--- src/rtl/ic_tester_pkg.sv ---
// Shared codes, per-type geometry helpers and FSM state type for the
// logic-gate IC test sequencer.
package ic_tester_pkg;

  localparam logic [2:0] IC_NOT = 3'd0;
  localparam logic [2:0] IC_IN2 = 3'd1;
  localparam logic [2:0] IC_IN3 = 3'd2;
  localparam logic [2:0] IC_IN4 = 3'd3;
  localparam logic [2:0] IC_IN8 = 3'd4;

  localparam logic [1:0] FN_AND  = 2'd0;
  localparam logic [1:0] FN_OR   = 2'd1;
  localparam logic [1:0] FN_NAND = 2'd2;
  localparam logic [1:0] FN_NOR  = 2'd3;

  localparam logic [2:0] SEL_IDLE = 3'b111;

  // The "next vector" step is folded into the last APPLY cycle, so no NEXT state.
  typedef enum logic [1:0] {
    ST_IDLE  = 2'd0,
    ST_APPLY = 2'd1,
    ST_DONE  = 2'd2
  } state_t;

  function automatic logic type_valid(input logic [2:0] ic_type);
    return ic_type <= IC_IN8;
  endfunction

  function automatic logic [3:0] inputs_per_gate(input logic [2:0] ic_type);
    case (ic_type)
      IC_NOT:  return 4'd1;
      IC_IN2:  return 4'd2;
      IC_IN3:  return 4'd3;
      IC_IN4:  return 4'd4;
      IC_IN8:  return 4'd8;
      default: return 4'd0;
    endcase
  endfunction

  function automatic logic [2:0] gate_count(input logic [2:0] ic_type);
    case (ic_type)
      IC_NOT:  return 3'd6;
      IC_IN2:  return 3'd4;
      IC_IN3:  return 3'd3;
      IC_IN4:  return 3'd2;
      IC_IN8:  return 3'd1;
      default: return 3'd0;
    endcase
  endfunction

  function automatic logic [5:0] gate_mask(input logic [2:0] ic_type);
    logic [6:0] m;
    m = (7'd1 << gate_count(ic_type)) - 7'd1;
    return m[5:0];
  endfunction

  // Terminal vector 2^k-1, nine bits so k=8 does not wrap.
  function automatic logic [8:0] last_vec(input logic [2:0] ic_type);
    logic [9:0] m;
    m = (10'd1 << inputs_per_gate(ic_type)) - 10'd1;
    return m[8:0];
  endfunction

  function automatic logic [7:0] operand_mask(input logic [2:0] ic_type);
    case (ic_type)
      IC_NOT:  return 8'h01;
      IC_IN2:  return 8'h03;
      IC_IN3:  return 8'h07;
      IC_IN4:  return 8'h0F;
      IC_IN8:  return 8'hFF;
      default: return 8'h00;
    endcase
  endfunction

endpackage

--- src/rtl/ic_expected_calc.sv ---
// Expected gate output for the current vector, replicated onto every
// gate slot that exists for the IC type; unused slots read 0.
module ic_expected_calc
  import ic_tester_pkg::*;
(
  input  logic [2:0] ic_type,
  input  logic [1:0] gate_fn,
  input  logic [7:0] vec,
  output logic [5:0] expected
);

  logic [7:0] in_mask;
  logic [7:0] used;
  logic       reduced;
  logic       bit_exp;

  always_comb begin
    in_mask = operand_mask(ic_type);
    used    = vec & in_mask;
    reduced = 1'b0;
    case (gate_fn)
      FN_AND, FN_NAND: reduced = (used == in_mask);
      default:         reduced = (used != 8'd0);
    endcase
    bit_exp = ((gate_fn == FN_NAND) || (gate_fn == FN_NOR)) ? ~reduced : reduced;
    if (ic_type == IC_NOT) bit_exp = ~vec[0];
    expected = {6{bit_exp}} & gate_mask(ic_type);
  end

endmodule

--- src/rtl/ic_test_sequencer.sv ---
// Walks every input combination of one gate IC, holding each vector for
// SETTLE_CYCLES+1 cycles and accumulating a per-gate fail mask.
module ic_test_sequencer
  import ic_tester_pkg::*;
#(
  parameter int SETTLE_CYCLES = 4
) (
  input  logic       clk,
  input  logic       rst_n,
  input  logic       start,
  input  logic       abort,
  input  logic [2:0] ic_type,
  input  logic [1:0] gate_fn,
  input  logic [5:0] dut_out,
  output logic [2:0] select,
  output logic [7:0] vec,
  output logic       busy,
  output logic       done,
  output logic       pass,
  output logic [5:0] fail_mask,
  output logic [1:0] state_dbg
);

  localparam logic [3:0] SETTLE_LAST = 4'(SETTLE_CYCLES);

  state_t     state_q, state_d;
  logic [2:0] type_q, type_d;
  logic [1:0] fn_q, fn_d;
  logic [8:0] vec_q, vec_d;
  logic [3:0] cnt_q, cnt_d;
  logic [5:0] fail_q, fail_d;
  logic       pass_q, pass_d;
  logic [5:0] expected;
  logic [5:0] sample_fail;

  ic_expected_calc u_expected (
    .ic_type  (type_q),
    .gate_fn  (fn_q),
    .vec      (vec_q[7:0]),
    .expected (expected)
  );

  always_ff @(posedge clk or negedge rst_n) begin
    if (!rst_n) begin
      state_q <= ST_IDLE;
      type_q  <= IC_NOT;
      fn_q    <= FN_AND;
      vec_q   <= '0;
      cnt_q   <= '0;
      fail_q  <= '0;
      pass_q  <= 1'b0;
    end else begin
      state_q <= state_d;
      type_q  <= type_d;
      fn_q    <= fn_d;
      vec_q   <= vec_d;
      cnt_q   <= cnt_d;
      fail_q  <= fail_d;
      pass_q  <= pass_d;
    end
  end

  always_comb begin
    state_d     = state_q;
    type_d      = type_q;
    fn_d        = fn_q;
    vec_d       = vec_q;
    cnt_d       = cnt_q;
    fail_d      = fail_q;
    pass_d      = pass_q;
    sample_fail = fail_q | ((dut_out ^ expected) & gate_mask(type_q));
    case (state_q)
      ST_IDLE: begin
        if (start && !abort) begin
          vec_d  = '0;
          cnt_d  = '0;
          pass_d = 1'b0;
          if (type_valid(ic_type)) begin
            state_d = ST_APPLY;
            type_d  = ic_type;
            fn_d    = gate_fn;
            fail_d  = '0;
          end else begin
            state_d = ST_DONE;
            fail_d  = 6'h3F;
          end
        end
      end
      ST_APPLY: begin
        if (abort) begin
          state_d = ST_IDLE;
          vec_d   = '0;
          cnt_d   = '0;
          fail_d  = '0;
          pass_d  = 1'b0;
        end else if (cnt_q == SETTLE_LAST) begin
          // Final edge of the vector window: sample, then advance or finish.
          fail_d = sample_fail;
          cnt_d  = '0;
          if (vec_q == last_vec(type_q)) begin
            state_d = ST_DONE;
            pass_d  = (sample_fail == 6'd0);
            vec_d   = '0;
          end else begin
            vec_d = vec_q + 9'd1;
          end
        end else begin
          cnt_d = cnt_q + 4'd1;
        end
      end
      ST_DONE: state_d = ST_IDLE;
      default: state_d = ST_IDLE;
    endcase
  end

  assign busy      = (state_q == ST_APPLY);
  assign done      = (state_q == ST_DONE);
  assign select    = busy ? type_q : SEL_IDLE;
  assign vec       = vec_q[7:0];
  assign pass      = pass_q;
  assign fail_mask = fail_q;
  assign state_dbg = state_q;

endmodule
--- config.mk ---
export PLATFORM = sky130hd
export DESIGN_NAME = ic_test_sequencer
export DESIGN_NICKNAME = d
export VERILOG_FILES = /design/src/rtl/ic_tester_pkg.sv /design/src/rtl/ic_expected_calc.sv /design/src/rtl/ic_test_sequencer.sv
export SDC_FILE = /design/constraint.sdc
export NUM_CORES = 1
export LEC_CHECK = 0
export CAP_MARGIN = 20
export CORE_MARGIN = 1.5
export CORE_UTILIZATION = 55
export DETAILED_ROUTE_END_ITERATION = 6
export MAX_ROUTING_LAYER = met4
export PLACE_DENSITY = 0.89
export SETUP_SLACK_MARGIN = 0.15
export SLEW_MARGIN = 20
export SYNTH_ARGS = -nofsm -noshare
export SYNTH_HDL_FRONTEND = slang
export SYNTH_SLANG_ARGS = --single-unit
--- constraint.sdc ---
create_clock -name clk -period 7.35 [get_ports clk]
set_clock_uncertainty 0.15 [all_clocks]
set_input_delay 1.47 -clock clk [delete_from_list [all_inputs] [get_ports clk]]
set_output_delay 1.47 -clock clk [all_outputs]
set_load 0.02 [all_outputs]
Word level (Yosys, flattened, before mapping). Index checks and enable logic that the tools add are counted.

Add/sub/neg operators: 4. Equal/unequal tests: 14. Reduce and logical (&&, ||, !) cells: 15. Shift-type cells: 2. Magnitude comparators: 1. Bitwise operators: 7. Mux-type cells: 35.

Operator list (count): $pmux 8 s5 (1); $mux 9 (4); $mux 4 (6); $mux 6 (4); $pmux 4 s5 (1); $pmux 9 s2 (1); $pmux 3 s5 (1); $and 6x6->6 (2); $pmux 6 s2 (1); $mux 2 (5); $add 9x1->9 const B (1); $eq 9x9->1 (1); $reduce_and 3->1 (3); $shl 1x4->9 const A (1); $sub 9x1->9 const B (1); $and 8x8->8 (1); $eq 8x8->1 (1); $pmux 4 s2 (1); $reduce_bool 8->1 (1); $mux 1 (7); $eq 2x2->1 const B (3); $eq 3x2->1 const B (2); $logic_not 6->1 (1); $ne 3x2->1 const B (2); other kinds (24) (26).

Bits in registers: 27. Output and inout port bits: 22. Word-level logic and storage cells: 85. Input port bits: 15.

Longest topological paths before layout. Gate-level depths: netlist (run 1).

Word-level depth: 17. Mapped depth: 12. Gate-level depth less buffers: 11.

Cells and area by module. From an unflattened synthesis (run 1), not the netlist that was laid out.

Cells, all modules: 238. Area total of the unflattened synthesis: 2072.0 sq um.

Modules (own cells, without submodules): ic_test_sequencer (times used 1, sequential area each 675.6 sq um, cells an instance 181, area an instance 1709.1 sq um); ic_expected_calc (times used 1, sequential area each 0.0 sq um, cells an instance 57, area an instance 362.8 sq um).

Worst setup path after synthesis (run 1). OpenSTA, ideal clock, no wires.

Path kind: input to register. Start point: in abort. End point: reg fail_q[2] (netlist: fail_mask[2]). Data arrival time: 2.694 ns. Cell stages on the path: 8. Path slack: 4.369 ns. Path buffers: 1. Path through: nand2b_1 a21o_1 nand2b_1 clkbuf_1 nor2_1 inv_1 o21ai_0 a22oi_1.

Cells in the longest elaborated chain, start to end: 4. Elaborated cells on any way between the ends: 7. Those cells by class: eq/ne (2); mux (2); reduce/logical (3).

Ends and longest elaborated chain: from (decl) (RTL line ic_test_sequencer.sv:11) `input logic abort,`; $logic_not 1->1 (RTL line ic_test_sequencer.sv:74) `if (start && !abort) begin`; $logic_and 1x1->1 (RTL line ic_test_sequencer.sv:74); $ne 2x2->1 (no source line); $reduce_and 3->1 (no source line); to (signal assigned) (RTL line ic_test_sequencer.sv:58) `fail_q <= fail_d;`; to (decl) (RTL line ic_test_sequencer.sv:31) `logic [5:0] fail_q, fail_d;`.

Parallel ways exist; a longest one is shown, timed or not. A chain may end at the register's enable or synchronous reset.

Final worst setup path (run 1).
Start point: in abort. End point: reg vec_q[6].

Cells in the longest elaborated chain, start to end: 4. Elaborated cells on any way between the ends: 7. Those cells by class: eq/ne (2); mux (2); reduce/logical (3).

Ends and longest elaborated chain: $logic_not 1->1 (RTL line ic_test_sequencer.sv:74); $logic_and 1x1->1 (RTL line ic_test_sequencer.sv:74); $ne 2x2->1 (no source line); $reduce_and 3->1 (no source line); to (signal assigned) (RTL line ic_test_sequencer.sv:56) `vec_q <= vec_d;`; to (decl) (RTL line ic_test_sequencer.sv:29) `logic [8:0] vec_q, vec_d;`.

Parallel ways exist; a longest one is shown, timed or not.

==> summary by stage, run 1 <==
Setup path
Measured in cells, the most critical reg-to-reg path has a length of 10. The critical path in this run is classified as primary input to flop. The startpoint of the most critical register-to-register path is type_q[1].

The top fanout value on the critical path is 11. At the worst endpoint, the required time is 7450 ps. The endpoint identified for the worst register-to-register timing path is pass. The critical path arrival is 3760 ps. The critical path launch point type is a primary input. STA classifies the critical path endpoint as a flop. Across all register-to-register paths, the minimum setup slack is 3870 ps.

Hold path
In this run the worst hold path is classified as flop to flop. The number of cells traversed by the worst hold path is 1. The path with the worst hold slack has its endpoint at cnt_q[3]. The worst hold path begins at cnt_q[3].

Timing
In the finished design, the share of the clock period the worst path needs comes to 0.498. The total setup violations reported at the end of the flow is 0. Summed over all failing endpoints, the final setup total negative slack is 0 ps. The top achievable clock speed is 0.273 GHz. The count of pins over their slew limit is 0. The final count of hold timing violations is 0. At the pin with the least slew margin, the transition time is 741 ps.

The final period demand of the worst path is 3660 ps. The relative max-transition margin is 0.503. Setup repair after global routing left no endpoint under its margin.

Floorplan
The height of the die is 63.4 um. The core region is 0.00342 mm^2. The starting density of the core is 0.588. The floorplan has 21 rows.

The die covers 0.00403 mm^2. The die is 63.4 um wide. The count of pins on the block boundary is 37.

Finish
After filler insertion, the fill cell instance count of the layout stands at 269. After routing the design area is 0.00235 mm^2. The sequential cells in the finished layout cover a total of 676 um^2. The number of inserted diodes is 0.

The total area of multi-input combinational cells is 0.00116 mm^2. In the final layout, the share of cells above drive strength 1 is 0.0778. Relative to the synthesized area, the layout overhead comes to 17.1%.

The core occupancy in the finished layout is 0.689. The final net count is 282.

Global routing
The initial antenna violation count is 0. The total congestion overflow is 0. For this run, the total global-route usage over all layers was measured as 0.269.

The via count of the first global-routing pass is 1722. The first global-routing pass estimated 8390 um of wire. Entering global routing, the biggest net connects 28 pins.

Routing
The residual DRC count is 0. The remaining number of nets flagged by the antenna check after routing is 0. The average wire length per cell after detail routing is 16.2 um. The pre-antenna-repair detailed-routing pass consisted of 4 iterations. For this block, the via count after detailed routing is 1843. Dividing the detail-routed via count by the number of cells gives 6.08. For this block, the routed nets add up to 4920 um of wire. For this block, the initial DRC count from the detailed router was 189.

Synth
The share of synthesized area occupied by flip-flops and latches is 0.336. Synthesis handed over a netlist of 235 instances. The average footprint of a synthesized cell is 8.55 um^2. Of the post-synthesis cell area, the dominant cell type holds 0.336. Yosys mapped a number of flops with a built-in enable equal to 0. Ranked by total cell area, the synthesized netlist is headed by dfrtp_1 (34%), o21ai_0 (6.0%), ha_1 (5.6%), nand2_1 (4.1%), nor3_1 (3.2%). The number of synthesis warnings is 0. Counting every net in the synthesized netlist gives 259. The netlist uses 51 different library cells. The synthesized cell area is 0.00201 mm^2. In the synthesized netlist the async set-or-reset flop fraction comes to 1.00. The synthesized design spends more area on one cell type than any other, namely dfrtp_1. The number of storage elements in the synthesis netlist is 27. The leading register cell type out of synthesis is dfrtp_1.

Clocking
The clock root buffer master is clkbuf_4. After clock tree synthesis, the setup repair step added 0 buffers. In this run, CTS created clock tree buffers numbering 3. The clock drives 27 sinks. In this run, post-CTS hold repair placed 0 buffers. CTS built an H-tree with a depth of 1.

The clock transition at the registers of the reported paths is 160 ps. TritonCTS built the clock tree. The clock passes through at most 2 buffers.

Clock latency on the worst-skew pair, taken at its later pin, is 340 ps. The post-cts sizing count is 0.

Power
In this run the static leakage power is 1.00 nW. The power density over cell area is 382 mW/mm^2. The total power draw is 0.000897 W. The worst voltage drop across the vdd grid is 0.000229 V.

Placement
The HPWL after detailed placement is 3800 um. The area after detailed placement is 0.00232 mm^2. Input and output buffers added on the ports amount to 36. At the end of routability-driven placement, the weighted congestion stood at 1.00.

Run
The count of max-cap constraint violations is 0.

Run status
The run finished with clean final reports.
-- sequential cells by signal (all words and copies together), names as in the netlist --
register,count
cnt_q,4
fail_mask,6
fn_q,2
pass,1
state_dbg,2
type_q,3
vec_q,9
-- final cells by class --
class | count | share of cell area
clock buffers | 3 | 0.00957
clock inverters | 1 | 0.00372
inverters | 16 | 0.0255
multi-input cells | 173 | 0.493
flip-flops and latches | 27 | 0.287
well taps | 46 | 0.0245
repair buffers | 37 | 0.156
-- routing by layer --
layer / part of all wire / global-route usage / vias up
met5: 0 / - / -
met4: 0.0063 / 0.0353 / 0
met3: 0.055 / 0.0482 / 6
met2: 0.50 / 0.434 / 73
met1: 0.44 / 0.365 / 886
li1: - / - / 878
-- worst max path at each step --
stage / from / endpoint / slack [ps] / depth (start not counted)
floorplan: abort / fail_mask[2] / 4370 / 8
global placement: abort / pass / 3100 / 8
global route: abort / fail_mask[2] / 3440 / 8
finish: abort / vec_q[6] / 3690 / 7
detailed placement: abort / pass / 2960 / 8
CTS: abort / pass / 3320 / 8
-- cell usage in the layout, fill, tap and decap left out, types with 2 or more instances in the layout --
| cell | instances |
|---|---|
| and3_1 | 4 |
| nor2_1 | 16 |
| xnor2_1 | 3 |
| o21ai_0 | 24 |
| xor2_1 | 2 |
| mux2_2 | 5 |
| clkdlybuf4s50_1 | 36 |
| nand2b_1 | 6 |
| nand2_1 | 22 |
| or3b_1 | 2 |
| o31ai_1 | 3 |
| nor3_2 | 2 |
| a211oi_1 | 2 |
| dfrtp_1 | 27 |
| ha_1 | 9 |
| a21o_1 | 2 |
| or3_1 | 10 |
| a21oi_1 | 11 |
| nor3_1 | 12 |
| nand3b_1 | 3 |
| inv_1 | 16 |
| nand4_1 | 3 |
| clkbuf_4 | 3 |
| nand3_1 | 6 |
| o21a_1 | 2 |
-- where the power goes --
part	internal (W)	switching, W	leakage [nW]
registers	0.000191	0.0000845	0.349
logic	0.000241	0.000311	0.636
clock network	0.0000222	0.0000473	0.0183
total	0.000455	0.000443	1.00
-- cells by family after synthesis --
group                      share of synthesized area
buffers and inverters                         0.0890
xor gates and xnor gates                      0.0218
DFF                                            0.336
adders and majority gates                     0.0560
and+or+nand+nor                                0.245
AOI/OAI and AO/OA                              0.219
muxes                                         0.0330
-- through the flow --
stage	setup WS (ps)	instances	hold WS, ps
detailed placement	2960	299	332
CTS	3320	303	355
finish	3690	303	364
global route	3440	303	387
floorplan	4370	235	286
global placement	3100	299	321
-- cells in the mapped netlist, types with 2 or more instances --
cell and number:
a211oi_1 2, a21o_1 2, a21oi_1 11, and3_1 4
buf_2 2, buf_4 8, buf_6 2, clkbuf_1 7
dfrtp_1 27, ha_1 9, inv_1 16, mux2_2 5
nand2_1 22, nand2b_1 6, nand3_1 6, nand3b_1 3
nand4_1 3, nor2_1 16, nor3_1 13, o21a_1 2
o21ai_0 24, o31ai_1 3, or3_1 10, or3b_1 2
xnor2_1 3, xor2_1 2
-- critical path, cell delays in order --
cell             delay, ps
clkdlybuf4s50_1        450
nand2b_1               160
a21o_1                 230
a21oi_1                600
nand4_1                280
or3_1                  380
a21oi_1                190
Power figures use the tool's default switching activity.
==> inputs of run 2 (changes only) <==
--- a/config.mk
+++ b/config.mk
@@ -7,10 +7,10 @@
 export LEC_CHECK = 0
 export CAP_MARGIN = 20
 export CORE_MARGIN = 1.5
-export CORE_UTILIZATION = 55
+export CORE_UTILIZATION = 47
 export DETAILED_ROUTE_END_ITERATION = 6
 export MAX_ROUTING_LAYER = met4
-export PLACE_DENSITY = 0.89
+export PLACE_DENSITY = 0.82
 export SETUP_SLACK_MARGIN = 0.15
 export SLEW_MARGIN = 20
 export SYNTH_ARGS = -nofsm -noshare
==> constraint.sdc (replaced) <==
create_clock -name clk -period 3.1 [get_ports clk]
set_clock_uncertainty 0.15 [all_clocks]
set_input_delay 0.62 -clock clk [delete_from_list [all_inputs] [get_ports clk]]
set_output_delay 0.62 -clock clk [all_outputs]
set_load 0.02 [all_outputs]
==> run 2 against run 1 <==
  * Clock power grew to 2.9 times the previous value
  * Die area grew 16%
  * Flip-flop and latch count is the same
  * Utilization shrank 6.1 points
  * Non-clock buffer count grew 17
  * Global-route usage shrank 2.3 points
  * Critical endpoint is now pass
==> summary by stage, run 2 (synthesis results as in run 1) <==
Finish
The core occupancy in the finished layout is 0.628. The register with the most flip-flops in the layout has 9 of them. The library cells used most frequently in the layout, excluding fill and tap cells, are clkdlybuf4s50_1 (36), dfrtp_1 (25), o21ai_0 (24).

0 antenna diodes ended up in the layout. The signed area change from the synthesized netlist to the final layout is 26.7%. In the final layout, the share of cells above drive strength 1 is 0.149.

The final net count is 301. The number of inserted filler cells in the final layout is 343. The register ranked first by flip-flop count is vec_q.

The most frequent standard cell in the layout excluding fill and tap cells is clkdlybuf4s50_1.

Clocking
The tree is rooted in a clkbuf_8. The TritonCTS sink count is 27. The number of buffers inserted during clock tree synthesis is 3. The clock transition at the registers of the reported paths is 90 ps. The maximum number of buffers from clock root to sink is 2. The CTS tree is built. The number of H-tree levels is 1. The later pin in the worst-skew pair is clocked with a latency of 270 ps. Hold repair after CTS inserted 0 buffers.

Routing
Summed over all nets, wire length on met3 after detailed routing comes to 232 um. The average wire length per cell after detail routing is 16.1 um. The uppermost metal layer occupied by signal nets is met4. The residual DRC count is 0. The remaining number of nets flagged by the antenna check after routing is 0. The detailed router put a total of 2290 um of wire on met1. In the routed layout, each cell is associated on average with a via count of 5.86. The first detailed-routing pass took 4 iterations. The met2 layer wire length in the routed design is 2610 um. The final layout contains routed wiring with a total length of 5240 um. The number of DRC markers in iteration 0 is 136.

The via count is 1910.

Timing
For the pin with the worst max-slew slack, the measured transition is 581 ps. Setup repair after global routing could not meet its margin everywhere. The final period demand of the worst path is 2890 ps.

The total setup violations reported at the end of the flow is 0. The fraction of the cycle the final worst path needs is 0.932. The top achievable clock speed is 0.346 GHz. The count of pins over their slew limit came to 0. In this run the tightest slew margin relative to its limit is 0.607.

In the final timing run, aggregate negative setup slack is 0 ps. The final count of hold timing violations is 0.

Power
The proportion of power drawn by flip-flops and latches is 0.247. The total net switching power is 0.00113 W. The internal portion of total power is 0.00127 W. Of the total power, the share spent switching nets is 0.471. The worst voltage drop across the vdd grid is 0.000596 V. The proportion of power drawn by combinational gates is 0.668. The share of total power dissipated in the clock network is 0.085.

The static leakage power is 1.09 nW. In this run the power density over the cells is 941 mW/mm^2.

Run
The count of max-cap constraint violations is 0.

Placement
The routability congestion estimate is 0.882. The number of buffers inserted by port buffering is 36. After legalization and detailed placement, the total HPWL measured 3860 um.

Hold path
The worst hold path belongs to the class flop to flop.

Floorplan
The initial utilization of the core area, before any placement, comes to 0.495. The standard-cell row count is 23. The floorplan step defined a core boundary enclosing 0.00406 mm^2.

The die covers 0.00468 mm^2. The height of the die is 68.4 um. The count of pins on the block boundary is 37.

From left edge to right edge, the die measures 68.4 um.

Setup path
STA classifies the critical path startpoint as a flop. The top fanout value on the critical path is 10. STA classifies the critical path endpoint as a flop.

By startpoint and endpoint, the worst setup path is classified as flop to flop. At the worst endpoint, the required time is 3120 ps. The critical path arrival is 2910 ps.

Global routing
The first global-routing pass estimated 8380 um of wire. After global routing the overflow that remains totals 0. The initial antenna violation count came to 0. The overall track demand over capacity in global routing is 0.246. The via count of the first global-routing pass is 1790. Entering global routing, the biggest net connects 28 pins.

Run status
The flow ran to the end, and the final reports show no timing, DRC or antenna violations.
[run 2: changes by cell type in the layout (fill, tap and decap cells not counted), sizes merged]
cell	delta
buf	+17
clkbuf	+1
inv	-1
o2111a	+1
o221ai	+1
[run 2: layout make-up]
type                    count  area [um^2]  area share
repair buffers             54          495       0.195
clock buffers               4         45.0      0.0177
well taps                  50         62.6      0.0246
flip-flops and latches     27          678       0.266
multi-input cells         175         1200       0.473
inverters                  16         60.1      0.0236
[run 2: routing by layer]
layer / vias up / global-route usage
li1: 923 / -
met3: 10 / 0.0247
met5: - / -
met1: 906 / 0.338
met4: 0 / 0.0850
met2: 71 / 0.377
[run 2: critical path: stages (launching register included)]
cell	delay, ps
dfrtp_2	470
buf_4	190
a2111oi_4	310
nor3_1	120
o41ai_4	280
buf_4	200
o221ai_4	140
o21ai_0	190
or3b_1	420
and4b_1	200
o2bb2ai_1	110
[run 2: stage by stage]
| step | hold WS [ps] | cell area (um^2) | power, W | instances | setup slack (ps) |
|---|---|---|---|---|---|
| final | 337 | 2550 | 0.00240 | 326 | 210 |
| after global routing | 376 | 2550 | 0.00258 | 326 | 82.0 |
| after CTS | 334 | 2470 | 0.00225 | 320 | 163 |
| after detailed placement | 317 | 2420 | 0.00204 | 316 | 181 |
| after global placement | 312 | 2420 | 0.00200 | 316 | 264 |
| after floorplan | 174 | 2010 | 0.00157 | 235 | 190 |
[run 2: worst paths after layout]
check	cells past startpoint	to	from	slack (ps)
worst max register to register	10	pass	type_q[1]	210
max in group asynchronous	2	type_q[2]	rst_n	1960
worst min-delay path	1	cnt_q[3]	cnt_q[3]	340
min in group asynchronous	2	vec_q[5]	rst_n	560
worst min register to register	1	cnt_q[3]	cnt_q[3]	340
worst max-delay path	10	pass	type_q[1]	210
[run 2: repair_timing]
item	in CTS	in global routing
endpoints found under the setup margin	0	8
setup buffers	0	4
resized for setup	0	5
endpoints found under the hold margin	0	0
[run 2: power groups by stage]
| stage | Clock [W] | Sequential, W | Combinational, W |
|---|---|---|---|
| after floorplan | 0 | 0.000622 | 0.000949 |
| after global placement | 0 | 0.000585 | 0.00142 |
| after detailed placement | 0 | 0.000596 | 0.00144 |
| after CTS | 0.000206 | 0.000589 | 0.00145 |
| after global routing | 0.000219 | 0.000610 | 0.00176 |
| final | 0.000203 | 0.000593 | 0.00160 |
==> inputs of run 3 (changes only) <==
--- a/config.mk
+++ b/config.mk
@@ -6,7 +6,6 @@
 export NUM_CORES = 1
 export LEC_CHECK = 0
 export CAP_MARGIN = 20
-export CORE_MARGIN = 1.5
 export CORE_UTILIZATION = 47
 export DETAILED_ROUTE_END_ITERATION = 6
 export MAX_ROUTING_LAYER = met4
@@ -16,3 +15,4 @@
 export SYNTH_ARGS = -nofsm -noshare
 export SYNTH_HDL_FRONTEND = slang
 export SYNTH_SLANG_ARGS = --single-unit
+export TNS_END_PERCENT = 5
==> run 3 against run 2 <==
  * Critical endpoint unchanged
  * First-iteration DRC count down 12%
  * Highest routed layer unchanged
  * Non-clock buffer count up 1
  * Count of clock-buffer cells in the layout down 1
  * Register-to-register slack better by 50 ps
  * Routed wire length down 4.0%
  * Via count unchanged
  * Power about the same
  * Sequential power up 0.8%
  * Clock power about the same
==> summary by stage, run 3 (synthesis results as in run 1) <==
Run status
The flow ran to the end, and the final reports show no timing, DRC or antenna violations.

Routing
Before antenna repair, the detailed router went through 4 iterations. The final wirelength is 5030 um. The average wire length per cell after detail routing is 15.4 um. The remaining number of nets flagged by the antenna check after routing is 0. The number of DRC markers in iteration 0 is 120. Summing over every cut layer, the via total after detailed routing is 1910.

In the routed layout, each cell is associated on average with a via count of 5.84. The residual DRC count is 0.

Clocking
Clock tree synthesis inserted a total of 3 buffers. Clock tree synthesis found a total of 27 sinks. The later pin in the worst-skew pair is clocked with a latency of 270 ps. TritonCTS built the clock tree. The post-cts hold buffer count is 0. The root buffer cell chosen for the clock tree is clkbuf_8. The number of H-tree levels is 1. The clock transition at the registers of the reported paths is 90 ps.

Counting along the longest clock path gives a buffer depth of 2.

Floorplan
The starting density of the core is 0.495. Measured along the y axis, the die boundary spans 67.4 um. The floorplan has 23 rows. Measured along the x axis, the die boundary spans 67.4 um. The core region is 0.00406 mm^2. The area of the die is 0.00454 mm^2.

In this run the count of I/O pins placed on the die edge is 37.

Placement
The routability congestion estimate is 0.943. The total placed cells including tap cells is 316. After legalization and detailed placement, the total HPWL measured 3760 um. Port buffering added 36 buffers. OpenSTA, run right after detailed placement, puts the worst setup slack at 151 ps.

Setup path
The delay of the slowest critical-path stage is 480 ps. The critical path's slowest cell is dfrtp_2. The critical path runs through a total of 10 cells. The count of buffer and inverter cells on the critical path is 2. The critical path launch point type is a flop. The number of cells on the worst reg-to-reg path is 10.

In this run the register-to-register setup slack is 260 ps. The most critical setup path has its startpoint at type_q[1]. The worst flop-to-flop path endpoint is pass. The signal on the critical path passes through buf_4 -> a2111oi_4 -> nor3_1 -> o41ai_4 -> buf_4 -> o221ai_2 -> o21ai_0 -> or3b_1 -> and4b_1 -> o2bb2ai_1.

The critical path endpoint is pass. The worst setup path is of the flop to flop kind. The critical path arrival is 2870 ps.

The top fanout value on the critical path is 10. The family of cells with the greatest summed delay on the critical path is compound AO/OA/AOI/OAI gates. The endpoint type of the worst setup path is a flop. The data required time of the worst path is 3120 ps.

Among the stages of the critical path, the cell type that occurs most often is buf_4. The startpoint of the most critical register-to-register path is type_q[1].

Global routing
The initial antenna violation count is 0. The total congestion overflow is 0. For this run, the total global-route usage over all layers was measured as 0.245. The wire length of the first global-routing pass is 7960 um. The maximum number of pins on one net before global-route repair is 28. The via count of the first global-routing pass is 1628.

Power
IR analysis of the VDD net gives a maximum drop of 0.000599 V. Summed over all cells, the static leakage comes to 1.10 nW. In this run the power density over the cells is 937 mW/mm^2.

Timing
In the post-route analysis, the smallest setup slack over all paths is 257 ps. The final period demand of the worst path is 2840 ps. Derived from the worst setup path, the maximum achievable clock frequency is 0.352 GHz. The final count of hold timing violations is 0. Setup repair after global routing left no endpoint under its margin. Of the available clock period, the critical path in the final layout requires 0.917.

The count of pins over their slew limit is 0. In the final timing run, aggregate negative setup slack is 0 ps. At the pin with the least slew margin, the transition time is 617 ps. The relative max-transition margin is 0.584.

Setup violations remaining at the end of the flow were counted as 0.

Finish
The number of standard cells in the final layout excluding fillers is 327. The ratio of cells with drive above 1 in the final layout is 0.159. The core occupancy in the finished layout is 0.630. The register with the most flip-flops in the final layout is vec_q. Compared with the post-synthesis result, the final layout area differs by 27.3%. Leaving out fill and tap cells, the most frequent cells in the layout are clkdlybuf4s50_1 (36), dfrtp_1 (25), o21ai_0 (24).

The number of inserted diodes is 0. The number of flip-flops in the largest register is 9. The final net count is 302.

The most frequent standard cell in the layout excluding fill and tap cells is clkdlybuf4s50_1.

Run
The count of max-cap constraint violations is 0.

Hold path
In this run the worst hold path is classified as flop to flop. Counting instances, the worst hold path has a depth of 1.
==> run 3: changes by cell type in the layout (fill, tap and decap cells not counted) <==
cell / delta
clkbuf_1: -1
clkbuf_2: +1
clkinv_2: +1
nor3_1: -1
nor3_2: +1
==> run 3: per-stage QoR <==
stage,hold WS [ps],area [um^2],power (W)
finish,333,2560,0.00240
global route,374,2560,0.00257
floorplan,174,2010,0.00157
global placement,308,2420,0.00202
CTS,332,2470,0.00227
detailed placement,320,2420,0.00205
==> run 3: worst min path at each step <==
| stage | start | end | slack (ps) |
|---|---|---|---|
| 2_1_floorplan | rst_n | cnt_q[0] | 170 |
| 3_5_place_dp | cnt_q[3] | cnt_q[3] | 320 |
| 5_1_grt | cnt_q[3] | cnt_q[3] | 370 |
| 3_3_place_gp | cnt_q[3] | cnt_q[3] | 310 |
| 6_report | cnt_q[3] | cnt_q[3] | 330 |
| 4_1_cts | cnt_q[3] | cnt_q[3] | 330 |
==> run 3: cell type report <==
type                       count  area (um^2)
fill                         335         1500
multi-input combinational    175         1210
sequential                    27          678
timing repair buffer          55          500
tap                           50         62.6
inverter                      16         60.1
clock buffer                   3         41.3
clock inverter                 1         5.00
==> run 3: layer usage <==
layer  routed length, um  part of all wire  global-route usage  vias up
met5                   0                 0                   -        -
met4                 133             0.026              0.0904        0
met1                2340              0.47               0.335      915
li1                    -                 -                   -      929
met3                 237             0.047              0.0372       15
met2                2320              0.46               0.365       51
==> run 3: worst reg2reg max path: stages (launching register included) <==
cell and delay, ps:
dfrtp_2 480, buf_4 190, a2111oi_4 310, nor3_1 140, o41ai_4 240, buf_4 200, o221ai_2 130, o21ai_0 170
or3b_1 410, and4b_1 200, o2bb2ai_1 110
==> run 3: where the power goes <==
group / leakage (nW) / internal (W) / switching, W
Sequential: 0.347 / 0.000458 / 0.000140
Clock: 0.0255 / 0.0000903 / 0.000112
Combinational: 0.729 / 0.000724 / 0.000872
==> run 3: timing repair <==
action,in CTS,in global routing
gates cloned,0,2
setup buffers,0,5
pin swaps,0,3
endpoints found under the hold margin,0,0
gates resized for setup,1,5
setup endpoints to repair,2,5
